===== config.mk =====
export PLATFORM = sky130hd
export DESIGN_NAME = pipe_decode_ctrl
export DESIGN_NICKNAME = d
export VERILOG_FILES = /design/src/rtl/pipe_decode_ctrl.sv
export SDC_FILE = /design/constraint.sdc
export NUM_CORES = 1
export LEC_CHECK = 0
export ABC_CLOCK_PERIOD_IN_PS = 1700
export CAP_MARGIN = 10
export CORE_MARGIN = 2
export CORE_UTILIZATION = 39
export CTS_CLUSTER_SIZE = 8
export DETAILED_ROUTE_END_ITERATION = 8
export GPL_TIMING_DRIVEN = 0
export PLACE_DENSITY = 0.74
export RECOVER_POWER = 25
export SLEW_MARGIN = 20
export SYNTH_ARGS = -nofsm -noshare
export SYNTH_HDL_FRONTEND = slang
export SYNTH_SLANG_ARGS = --single-unit

===== constraint.sdc =====
create_clock -name clk -period 1.7 [get_ports clk]
set_clock_uncertainty 0.15 [all_clocks]
set_input_delay 0.34 -clock clk [delete_from_list [all_inputs] [get_ports clk]]
set_output_delay 0.34 -clock clk [all_outputs]
set_load 0.02 [all_outputs]

===== src/rtl/pipe_decode_ctrl.sv =====
// pipe_decode_ctrl: main opcode decoder plus the ID/EX control pipeline register.
// The opcode in ID is decoded combinationally. The control word is registered into EX,
// so all outputs appear one cycle after op.
// Optional macro PIPE_DECODE_EXT_OPS_EN enables andi/ori/slti/lui/bne/jal.
// Without it, those opcodes decode as illegal, and branchne/link stay 0.
//
// Pipeline control semantics, applied on every rising edge in priority order:
//   reset  > flush > stall > load
//   reset : clear the whole register, including illegal_count
//   flush : load a bubble (ex_valid=0, all controls 0), even if stall is also high
//   stall : hold every output, including illegal_count
//   load  : with id_valid=0, load a bubble.
//           With id_valid=1, load the decoded word with ex_valid=1.
//           An illegal opcode also bumps the saturating counter.
module pipe_decode_ctrl #(
  parameter int ALUOP_W = 4,
  parameter int CNT_W   = 8
) (
  input  logic               clk,
  input  logic               reset,
  input  logic [5:0]         op,
  input  logic               id_valid,
  input  logic               stall,
  input  logic               flush,
  output logic               ex_valid,
  output logic               regwritee,
  output logic               memtoreg,
  output logic               memwrite,
  output logic [ALUOP_W-1:0] aluop,
  output logic               alusrc,
  output logic               regdst,
  output logic               branch,
  output logic               branchne,
  output logic               jump,
  output logic               link,
  output logic               illegal,
  output logic [CNT_W-1:0]   illegal_count
);

  // Opcodes
  localparam logic [5:0] OP_RTYPE = 6'b000000;
  localparam logic [5:0] OP_J     = 6'b000010;
  localparam logic [5:0] OP_JAL   = 6'b000011;
  localparam logic [5:0] OP_BEQ   = 6'b000100;
  localparam logic [5:0] OP_BNE   = 6'b000101;
  localparam logic [5:0] OP_ADDI  = 6'b001000;
  localparam logic [5:0] OP_SLTI  = 6'b001010;
  localparam logic [5:0] OP_ANDI  = 6'b001100;
  localparam logic [5:0] OP_ORI   = 6'b001101;
  localparam logic [5:0] OP_LUI   = 6'b001111;
  localparam logic [5:0] OP_LW    = 6'b100011;
  localparam logic [5:0] OP_SW    = 6'b101011;

  // ALU operation classes (3 significant bits; wider aluop is zero-filled)
  localparam logic [2:0] ALU_ADD = 3'd0;
  localparam logic [2:0] ALU_SUB = 3'd1;
  localparam logic [2:0] ALU_RT  = 3'd2;
  localparam logic [2:0] ALU_AND = 3'd3;
  localparam logic [2:0] ALU_OR  = 3'd4;
  localparam logic [2:0] ALU_SLT = 3'd5;
  localparam logic [2:0] ALU_LUI = 3'd6;

  // One control word, shared by the decoder output and the EX register
  typedef struct packed {
    logic               ex_valid;
    logic               regwritee;
    logic               memtoreg;
    logic               memwrite;
    logic [ALUOP_W-1:0] aluop;
    logic               alusrc;
    logic               regdst;
    logic               branch;
    logic               branchne;
    logic               jump;
    logic               link;
    logic               illegal;
  } ctrl_t;

  ctrl_t            w_ctrl;
  logic [2:0]       w_alu3;
  ctrl_t            r_ctrl;
  logic [CNT_W-1:0] r_illegal_count;

  // Combinational opcode decode. An unknown opcode gives all controls 0 and illegal=1.
  always_comb begin
    w_ctrl          = '0;
    w_ctrl.ex_valid = 1'b1;
    w_alu3          = ALU_ADD;
    case (op)
      OP_LW: begin
        w_ctrl.regwritee = 1'b1;
        w_ctrl.memtoreg  = 1'b1;
        w_ctrl.alusrc    = 1'b1;
      end
      OP_SW: begin
        w_ctrl.memwrite = 1'b1;
        w_ctrl.alusrc   = 1'b1;
      end
      OP_RTYPE: begin
        w_ctrl.regwritee = 1'b1;
        w_ctrl.regdst    = 1'b1;
        w_alu3           = ALU_RT;
      end
      OP_BEQ: begin
        w_ctrl.branch = 1'b1;
        w_alu3        = ALU_SUB;
      end
      OP_ADDI: begin
        w_ctrl.regwritee = 1'b1;
        w_ctrl.alusrc    = 1'b1;
      end
      OP_J: begin
        w_ctrl.jump = 1'b1;
      end
`ifdef PIPE_DECODE_EXT_OPS_EN
      OP_ANDI: begin
        w_ctrl.regwritee = 1'b1;
        w_ctrl.alusrc    = 1'b1;
        w_alu3           = ALU_AND;
      end
      OP_ORI: begin
        w_ctrl.regwritee = 1'b1;
        w_ctrl.alusrc    = 1'b1;
        w_alu3           = ALU_OR;
      end
      OP_SLTI: begin
        w_ctrl.regwritee = 1'b1;
        w_ctrl.alusrc    = 1'b1;
        w_alu3           = ALU_SLT;
      end
      OP_LUI: begin
        w_ctrl.regwritee = 1'b1;
        w_ctrl.alusrc    = 1'b1;
        w_alu3           = ALU_LUI;
      end
      OP_BNE: begin
        w_ctrl.branchne = 1'b1;
        w_alu3          = ALU_SUB;
      end
      OP_JAL: begin
        w_ctrl.jump      = 1'b1;
        w_ctrl.link      = 1'b1;
        w_ctrl.regwritee = 1'b1;
      end
`endif
      default: begin
        w_ctrl.illegal = 1'b1;
      end
    endcase
    w_ctrl.aluop = ALUOP_W'(w_alu3);
  end

  // ID/EX control register and saturating illegal-opcode counter
  always_ff @(posedge clk) begin
    if (reset) begin
      r_ctrl          <= '0;
      r_illegal_count <= '0;
    end else if (flush || (!stall && !id_valid)) begin
      r_ctrl <= '0;
    end else if (!stall) begin
      r_ctrl <= w_ctrl;
      if (w_ctrl.illegal && (r_illegal_count != {CNT_W{1'b1}})) begin
        r_illegal_count <= r_illegal_count + CNT_W'(1);
      end
    end
  end

  assign ex_valid      = r_ctrl.ex_valid;
  assign regwritee     = r_ctrl.regwritee;
  assign memtoreg      = r_ctrl.memtoreg;
  assign memwrite      = r_ctrl.memwrite;
  assign aluop         = r_ctrl.aluop;
  assign alusrc        = r_ctrl.alusrc;
  assign regdst        = r_ctrl.regdst;
  assign branch        = r_ctrl.branch;
  assign branchne      = r_ctrl.branchne;
  assign jump          = r_ctrl.jump;
  assign link          = r_ctrl.link;
  assign illegal       = r_ctrl.illegal;
  assign illegal_count = r_illegal_count;

endmodule


After elaboration in Yosys (flattened, before gate mapping)
Cells that the tools add are included.

operators by class
  $add $sub $neg = 1
  equal/unequal tests = 6
  muxes and demuxes = 9
  bitwise logic cells = 2
  reduce and logical (&&, ||, !) cells = 11

operator list
  kind                 count
  $eq 6x6->1 const B   2
  $add 8x1->8 const B  1
  $mux 1               8
  $ne 8x8->1 const B   1
  $eq 6x2->1 const B   1
  $eq 6x3->1 const B   1
  $eq 6x4->1 const B   1
  $logic_not 6->1      1
  $reduce_or 3->1      2
  $reduce_or 6->1      1
  $pmux 2 s2           1
  $reduce_and 3->1     1
  $logic_and 1x1->1    2
  $logic_not 1->1      2
  $not 1->1            2
  $reduce_or 2->1      1
  $logic_or 1x1->1     1

word-level totals
  flip-flop bits (word level) = 20
  input port bits = 11
  output and inout bits = 23
  logic and storage cells = 40

Depth between registers and ports, before layout
  depth after elaboration = 5
  depth in mapped cells = 5
  gate-level depth less buffers = 5

Least setup slack after synthesis
OpenSTA, ideal clock, no wires.

  kind = flip-flop to flip-flop
  from = register r_illegal_count[0] (netlist: illegal_count[0])
  to = register r_illegal_count[2] (netlist: illegal_count[2])
  library setup time = 70 ps
  data arrival time = 1,557 ps
  required time = 1,480 ps
  setup slack = -77 ps
  cell stages (with the launch flop) = 6
  period minus slack after synthesis = 1,777 ps
  cells stage by stage = dfxtp_1 ha_1 nand3_1 o21ai_1 or4_2 a21oi_1

between the ends
  word-level cells in the longest chain between the ends = 3

RTL lines
  item                                                 RTL line  text
  start, declared                                      82        logic [CNT_W-1:0] r_illegal_count;
  start signal, assigned                               163       r_illegal_count <= r_illegal_count + CNT_W'(1);
  branches (longest 3 deep; another with $add 8x1->8)  n/a

Parallel ways; which one is timed is not known.
A chain may end at the register's enable or synchronous reset.

Worst setup path after layout
  from = register r_illegal_count[0] (netlist: illegal_count[0])
  to = register r_illegal_count[7] (netlist: illegal_count[7])

The elaborated chain is that of the path after synthesis.

==> impl_metrics.ini <==
[synthesis]
synth_ff_type = dfxtp_1
syn-instance-count = 113
netlist_area_sq_um = 953
synthArstFlopShare = 0
yosysUniqueCellTypes = 39
synth_seq_cells = 19
syn_avg_cell_area_sq_um = 8.44
synth_edf_count = 0
synth_warnings = 0
yosysSeqAreaShare = 0.399

[placement]
dp_cells = 172
globalplace.congestion = 0.809
port_buffers = 28
dpl.hpwl_mm = 1.59

[power]
power.total_uw = 803
p_leak_uw = 0.000564
ir_drop_mv = 0.548
powerDensity_mw_per_mm2 = 584

[detailed_routing]
postRouteAntennaNets = 0
post_drt_wl_per_cell_microns = 13.1
vias = 965
via_per_inst = 5.36
dr.pass1.iters = 4
wirelength_mm = 2.35
drc_errors = 0
drtIter0Drc = 8

[min_path]
min_path_type = primary input to flip-flop

[run_status]
failed_checks = setup timing
status = finished with violations

[global_routing]
grt_usage = 0.175
overflow = 0
antenna_found_initial = 0
grt_pass1_vias = 864
grt_start_max_net_pins = 12
grt_pass1_wl_mm = 3.74

[clock_tree]
h-tree-depth = 1
cts_sinks = 19
clock_path_buffers = 2
cts-buffers-inserted = 3
insertion_delay_ps = 300
cts_tree = yes
clk_pin_slew_ps = 110
cts_root_buffer = clkbuf_4

[sta]
drv_slew = 0
finalCritPeriodShare = 1.00
timing.fmax_ghz = 0.587
rsz0062_at_grt = true
hold_viol_final = 0
layout_setup_ws_ps = -4.13
period_needed_ps = 1700
setup_viol = 1

[worst_setup_path]
path_depth = 6
timing.rr.start = illegal_count[0]$_SDFFE_PP0P_
crit_end = illegal_count[7]$_SDFFE_PP0P_
end_kind = flip-flop
cp.required_ps = 1790
ff2ff_setup_slack_ps = -4
path_max_fanout = 5
path_cells = ha_4, nand3_4, o211ai_1, buf_4, or4_4, a21oi_2
rr_worst_depth = 6
crit_arrival_ps = 1790
critPathLaunch = illegal_count[0]$_SDFFE_PP0P_
max_stage_delay_ps = 410
slowest_stage = or4_4
crit_type = flip-flop to flip-flop
rr_endpoint = illegal_count[7]$_SDFFE_PP0P_
path_delay_family = simple AND/OR/NAND/NOR gates
crit_buf_inv = 1
start_kind = flip-flop

[layout]
fin_nets = 165
syn2layout_area_growth_pct = 44.2
drive_gt1_frac = 0.276
stdcell_count = 180
antenna_cells = 0
num-fill-cells = 232

[run]
drv_cap = 0

[floorplan]
die_h_microns = 53.4
ios = 34
row_count = 17
coreArea_sq_mm = 0.00225
die_area_sq_mm = 0.00286
die_x_microns = 53.4
start_util = 0.423
-- flip-flops by register name, summed over array words and instances, names as in the netlist --
register	cells
alusrc	1
memtoreg	1
illegal_count	8
branch	1
regdst	1
illegal	1
ex_valid	1
memwrite	1
regwritee	1
aluop	2
jump	1
-- worst min-delay path, delay by kind of cell --
family,cells,cell delay [ps]
compound gates,1,140
buf+inv,1,150
simple gates,1,30
-- worst min path at each step --
| stage | from | end | slack, ps | cells after the start |
|---|---|---|---|---|
| finish | stall | illegal$_SDFFE_PP0N_ | 250 | 3 |
| global route | stall | illegal$_SDFFE_PP0N_ | 270 | 3 |
| detailed placement | ex_valid$_SDFFE_PP0N_ | ex_valid$_SDFFE_PP0N_ | 290 | 2 |
| floorplan | op[2] | alusrc$_SDFFE_PP0N_ | 370 | 3 |
| global placement | ex_valid$_SDFFE_PP0N_ | ex_valid$_SDFFE_PP0N_ | 290 | 2 |
| CTS | stall | illegal$_SDFFE_PP0N_ | 240 | 3 |
-- cell usage after synthesis (2+ instances only) --
| cell | instances | area, sq um |
|---|---|---|
| buf_4 | 4 | 30.0 |
| nor2_1 | 9 | 33.8 |
| nor2b_1 | 3 | 18.8 |
| nor3_1 | 4 | 20.0 |
| o21ai_0 | 6 | 30.0 |
| nand2_1 | 11 | 41.3 |
| a21oi_1 | 13 | 65.1 |
| or3_1 | 2 | 12.5 |
| o31ai_1 | 3 | 22.5 |
| dfxtp_1 | 19 | 380 |
| clkbuf_1 | 2 | 7.51 |
| mux2_2 | 2 | 22.5 |
| or4_2 | 2 | 17.5 |
| inv_1 | 4 | 15.0 |
| nand3_1 | 5 | 25.0 |
-- final cells by class --
class                      instances  area (sq um)  share of cell area
buffer                             9          61.3              0.0446
clock buffer                       3          22.5              0.0164
clock inverter                     1          5.00             0.00364
inverter                           4          15.0              0.0109
multi-input combinational         84           579               0.421
sequential                        19           392               0.285
tap                               28          35.0              0.0255
timing repair buffer              32           265               0.193
-- cell families after synthesis --
group           count (synthesis)  synth area share
fa+ha+maj                       1            0.0131
simple gates                   47             0.274
flops                          19             0.399
buf+inv                        13            0.0814
mux                             2            0.0236
other cells                     1           0.00393
compound gates                 30             0.205
-- placed cells by master (no fill, tap or decap), types with 2 or more instances in the layout --
cell type / Yosys / routed
dfxtp_2: 0 / 6
buf_6: 1 / 2
nand2_1: 11 / 11
mux2_2: 2 / 2
o21ai_0: 6 / 6
inv_1: 4 / 4
a21oi_2: 0 / 2
buf_4: 4 / 8
dfxtp_1: 19 / 12
nand3_1: 5 / 4
nor2b_1: 3 / 3
or4_4: 1 / 3
a21oi_1: 13 / 11
nor2_1: 9 / 9
clkbuf_4: 0 / 3
o31ai_1: 3 / 3
nor3_1: 4 / 3
conb_1: 1 / 4
or3_1: 2 / 2
clkbuf_1: 2 / 2
dlygate4sd2_1: 0 / 23
buf_2: 1 / 4
-- where the power goes --
part / leakage (uW) / switching [uW] / internal [uW]
clock network: 0.0000177 / 153 / 87.6
registers: 0.000157 / 3.35 / 448
logic: 0.000389 / 65.7 / 44.6
-- layer usage --
| layer | global-route usage | vias to the layer above | share of wire |
|---|---|---|---|
| li1 | - | 483 | - |
| met1 | 0.220 | 449 | 0.43 |
| met2 | 0.313 | 33 | 0.51 |
| met3 | 0.0311 | 0 | 0.060 |
| met4 | 0.0256 | 0 | 0 |
| met5 | 0 | - | 0 |
-- through the flow --
stage	setup WS, ps	cell area, sq um	TNS (ps)	hold WS [ps]	util
6_report	-4.13	1380	-4.13	248	0.610
5_1_grt	-41.5	1380	-87.9	269	0.610
4_1_cts	-5.85	1330	-5.85	243	0.589
3_5_place_dp	-588	1290	-7260	294	0.574
3_3_place_gp	-577	1290	-7020	290	0.574
2_1_floorplan	15.3	978	0	370	-
-- repair_timing --
| action | in CTS | in global routing |
|---|---|---|
| hold buffers | 0 | 0 |
| gates resized for setup | 45 | 13 |
| endpoints found under the setup margin | 32 | 9 |
| gates cloned | 1 | 0 |
| hold endpoints to repair | 0 | 0 |
| pin swaps | 9 | 10 |
| setup buffers | 0 | 3 |
Note: power is estimated with default switching activity, not from simulation.
